### src/rtl/fifo_rd_ctrl.sv
// Read-side controller of the dual-clock FIFO (rclk domain): binary/Gray read
// pointer, empty / almost-empty flags, occupancy and sticky underflow detection.
module fifo_rd_ctrl #(
   parameter int ADDR_W    = 4,
   parameter int AEMPTY_TH = 2
) (
   input  logic              rclk,
   input  logic              rrst_n,
   input  logic              rinc,
   input  logic [ADDR_W:0]   rq2_wptr,
   input  logic              rerr_clr,
   output logic              rden,
   output logic [ADDR_W-1:0] raddr,
   output logic [ADDR_W:0]   rptr,
   output logic              rempty,
   output logic              raempty,
   output logic [ADDR_W:0]   rcount,
   output logic              runderflow
);

   localparam logic [ADDR_W:0] AE_TH = AEMPTY_TH[ADDR_W:0];

   logic [ADDR_W:0] rbin;
   logic [ADDR_W:0] rbin_nxt;
   logic [ADDR_W:0] rgray_nxt;
   logic [ADDR_W:0] wbin;
   logic [ADDR_W:0] occ_nxt;
   logic            rd_ok;

   function automatic logic [ADDR_W:0] bin2gray(input logic [ADDR_W:0] b);
      return b ^ (b >> 1);
   endfunction

   // Gray-to-binary: each binary bit is the XOR of all Gray bits at or above it.
   for (genvar i = 0; i <= ADDR_W; i++) begin : g_wbin
      assign wbin[i] = ^(rq2_wptr >> i);
   end

   // Reads are judged on the registered flag only, so rinc never reaches rempty
   // combinationally; a blocked read leaves the pointer untouched.
   assign rd_ok     = rinc & ~rempty;
   assign rden      = rd_ok;
   assign raddr     = rbin[ADDR_W-1:0];
   assign rbin_nxt  = rbin + {{ADDR_W{1'b0}}, rd_ok};
   assign rgray_nxt = bin2gray(rbin_nxt);
   assign occ_nxt   = wbin - rbin_nxt;

   // NOTE: sequential state uses non-blocking assignments so every register
   // samples the pre-edge values, independent of statement order.
   always_ff @(posedge rclk or negedge rrst_n) begin
      if (!rrst_n) begin
         rbin       <= '0;
         rptr       <= '0;
         rempty     <= 1'b1;
         raempty    <= 1'b1;
         rcount     <= '0;
         runderflow <= 1'b0;
      end else begin
         rbin       <= rbin_nxt;
         rptr       <= rgray_nxt;
         rempty     <= (rgray_nxt == rq2_wptr);
         raempty    <= (occ_nxt <= AE_TH);
         rcount     <= occ_nxt;
         // A fresh underflow outranks a simultaneous clear.
         runderflow <= (rinc & rempty) | (runderflow & ~rerr_clr);
      end
   end

endmodule

### config.mk
export PLATFORM = sky130hd
export DESIGN_NAME = fifo_rd_ctrl
export DESIGN_NICKNAME = d
export VERILOG_FILES = /design/src/rtl/fifo_rd_ctrl.sv
export SDC_FILE = /design/constraint.sdc
export NUM_CORES = 1
export LEC_CHECK = 0
export ABC_CLOCK_PERIOD_IN_PS = 2700
export CELL_PAD_IN_SITES_DETAIL_PLACEMENT = 0
export CELL_PAD_IN_SITES_GLOBAL_PLACEMENT = 2
export CORE_ASPECT_RATIO = 0.7
export CORE_UTILIZATION = 28
export DETAILED_ROUTE_END_ITERATION = 6
export GPL_TIMING_DRIVEN = 0
export HOLD_SLACK_MARGIN = 0.06
export MAX_ROUTING_LAYER = met4
export PLACE_DENSITY_LB_ADDON = 0.1
export REMOVE_ABC_BUFFERS = 1
export SETUP_SLACK_MARGIN = 0.4
export SLEW_MARGIN = 15
export SYNTH_ARGS = -nofsm -noshare
export SYNTH_HDL_FRONTEND = slang
export SYNTH_SLANG_ARGS = --single-unit
### constraint.sdc
create_clock -name rclk -period 2.7 [get_ports rclk]
set_input_delay 0.54 -clock rclk [delete_from_list [all_inputs] [get_ports rclk]]
set_output_delay 0.54 -clock rclk [all_outputs]
set_load 0.1 [all_outputs]
==> impl_metrics.tcl <==
set metrics [dict create \
    holdCritPathClass "flop to flop" \
    wl_met2_um 1000 \
    status "finished clean" \
    routabilityCongestion 0.659 \
    fin_crit_ns 2.30 \
    critical_path.cell_chain "nor2b_4 -> ha_4 -> ha_4 -> xnor2_4 -> ha_4 -> a21o_1 -> a21bo_4 -> o31ai_4 -> nor3b_2" \
    top_layer "met4" \
    dpl.hpwl_um 1390 \
    worstSetupPathType "flop to flop" \
    skew_ns 0.00238 \
    drtIter0Drc 18 \
    required_ns 2.88 \
    cts_tree "built" \
    die_area_um2 3470 \
    slew_viol_final 0 \
    initial_core_util 0.310 \
    num_antenna_cells 0 \
    yosysUniqueCellTypes 26 \
    cpLargestDelayFamily "compound AO/OA/AOI/OAI gates" \
    io-pin-count 27 \
    drt_wl_total_um 2100 \
    vias_per_cell 4.39 \
    wire_per_inst_um 13.3 \
    rows 16 \
    drv_cap 0 \
    tightestPinTransition_ns 0.985 \
    cts_max_path_buffers 2 \
    ys_warn_count 0 \
    cp_common_cell "ha_4" \
    grt.total_usage 0.139 \
    path_clk_slew_ns 0.07 \
    syn2layout_area_growth_pct 73.6 \
    yosysSeqAreaShare 0.473 \
    drive_gt1_frac 0.377 \
    fin_util 0.537 \
    rsz0062_at_grt "true" \
    maxSlewHeadroom 0.342 \
    grt_pass1_vias 729 \
    synth_seq_cells 17 \
    grt_max_degree 18 \
    crit_path_end "raempty$_DFF_PN1_" \
    holdBufCountCts 0 \
    dp.cells 143 \
    port_buffers 26 \
    wl_met3_um 115 \
    numCtsBuffers 3 \
    clk_latency_ns 0.25 \
    reg2reg_depth 9 \
    core-area_um2 2920 \
    fmax_ghz 0.435 \
    fillers 255 \
    drc 0 \
    die_width_um 69.9 \
    finalSetupViolCount 0 \
    grt_pass1_wl_um 3480 \
    synth_area_um2 905 \
    cp-startpoint "rempty$_DFF_PN1_" \
    holdWs_ns 0.539 \
    finalNetCount 137 \
    crit_buf_inv 0 \
    vias 694 \
    cp.depth 9 \
    postRouteAntennaNets 0 \
    crit_fanout 3 \
    synthCells 82 \
    first_pass_iters 4 \
    die_h_um 49.6 \
    antenna_found_initial 0 \
    root_buffer "clkbuf_8" \
    r2r_start "rempty$_DFF_PN1_" \
    r2r_end "raempty$_DFF_PN1_" \
    syn_avg_cell_area_um2 11.0 \
    m1WireLength_um 950 \
    cts.sinks 17 \
    crit_path_start_kind "flop" \
    cp.arrival_ns 2.48 \
    final_cells 158 \
    cp-end-kind "flop" \
    htreeDepth 1 \
    hold_viol 0 \
    critPathMaxStageDelay_ns 0.57 \
    reg2reg_slack_ns 0.40 \
    grt-ovfl-total 0 \
    fin_crit_sh 0.852 \
    cpMaxStageDelayCell "dfstp_2" \
]
## cell usage in the layout, fill, tap and decap left out, types with 3 or more instances in the layout
master           count
xor2_4               3
clkbuf_8             3
ha_4                 3
nand2_1              3
xnor2_1              4
buf_4               11
nand3_1              4
dlymetal6s2s_1       3
xnor2_4              3
xor2_1               9
inv_1               10
nor2_1               3
dlygate4sd2_1        6
dfrtp_1             15
clkdlybuf4s50_1     11
## registers in the layout (all words and copies together) (netlist names)
register / flops
raempty: 1
rcount: 5
rptr: 4
runderflow: 1
rempty: 1
rbin: 5
## logic make-up (layout without fill, tap and decap cells)
family | Yosys count | after routing | synth area share
AND/OR/NAND/NOR | 17 | 17 | 0.101
flip-flops | 17 | 17 | 0.473
adder cells (fa/ha/maj) | 5 | 5 | 0.0692
buffers and inverters | 12 | 52 | 0.0498
AO/OA/AOI/OAI | 9 | 9 | 0.0775
XOR/XNOR | 22 | 22 | 0.230
## layer usage
layer  vias up  GRT usage
li1        345          -
met1       326      0.176
met2        21      0.204
met3         2     0.0491
met4         0     0.0567
met5         -          -
## metrics by stage
step | area (µm²) | TNS (ns) | setup WS (ns)
after floorplan | 901 | -8.79 | -1.30
after global placement | 1210 | -1.93 | -0.586
after detailed placement | 1210 | -2.02 | -0.571
after CTS | 1430 | 0 | 0.357
after global routing | 1570 | 0 | 0.287
final | 1570 | 0 | 0.399
## layout make-up
class	instances	area (µm²)	share of cell area
multi-input cells	53	663	0.422
flip-flops and latches	17	428	0.273
repair buffers	37	347	0.221
well taps	36	45.0	0.0287
clock buffers	3	41.3	0.0263
inverters	11	41.3	0.0263
clock inverters	1	5.00	0.00319
## worst register-to-register path: stages (launching register included)
cell and delay (ns):
dfstp_2 0.57, nor2b_4 0.06, ha_4 0.17, ha_4 0.24, xnor2_4 0.13, ha_4 0.16, a21o_1 0.20, a21bo_4 0.25
o31ai_4 0.26, nor3b_2 0.19
## what timing repair did
item,4_1_cts,5_1_grt
pin swaps,9,12
setup buffers,8,3
setup endpoints to repair,12,6
resized for setup,52,24
endpoints found under the hold margin,0,0
## worst min path at each step
| stage | depth (start not counted) | slack [ns] | to | startpoint |
|---|---|---|---|---|
| 6_report | 2 | 0.54 | runderflow$_DFF_PN0_ | runderflow$_DFF_PN0_ |
| 5_1_grt | 1 | 0.61 | rbin[0]$_DFF_PN0_ | rbin[0]$_DFF_PN0_ |
| 4_1_cts | 2 | 0.55 | runderflow$_DFF_PN0_ | runderflow$_DFF_PN0_ |
| 3_5_place_dp | 2 | 0.54 | runderflow$_DFF_PN0_ | runderflow$_DFF_PN0_ |
| 3_3_place_gp | 2 | 0.52 | runderflow$_DFF_PN0_ | runderflow$_DFF_PN0_ |
| 2_1_floorplan | 0 | 0.24 | rbin[0]$_DFF_PN0_ | rrst_n |
## synth_stat cells
master,count,area [µm²]
inv_1,11,41.3
nand3_1,4,20.0
xnor2_1,9,78.8
xor2_2,2,32.5
clkbuf_1,1,3.75
and3_2,1,7.51
nor2b_1,1,6.26
nor2_1,3,11.3
o41ai_1,1,8.76
a21oi_1,1,5.00
dfstp_2,2,52.6
nand2b_1,1,6.26
a2111oi_0,1,8.76
o31ai_2,1,12.5
nand4b_1,1,8.76
a21bo_1,1,10.0
xor2_1,11,96.3
a21o_1,1,7.51
o21ai_0,2,10.0
nand2_1,3,11.3
nor3b_1,1,7.51
o211ai_1,1,7.51
dfrtp_1,15,375
ha_1,5,62.6
or3_1,1,6.26
nor4_1,1,6.26
Power of run 1 is left out: the tool's default activity adds up to more than one toggle a clock period on the data nets, which glitch-free logic cannot reach.
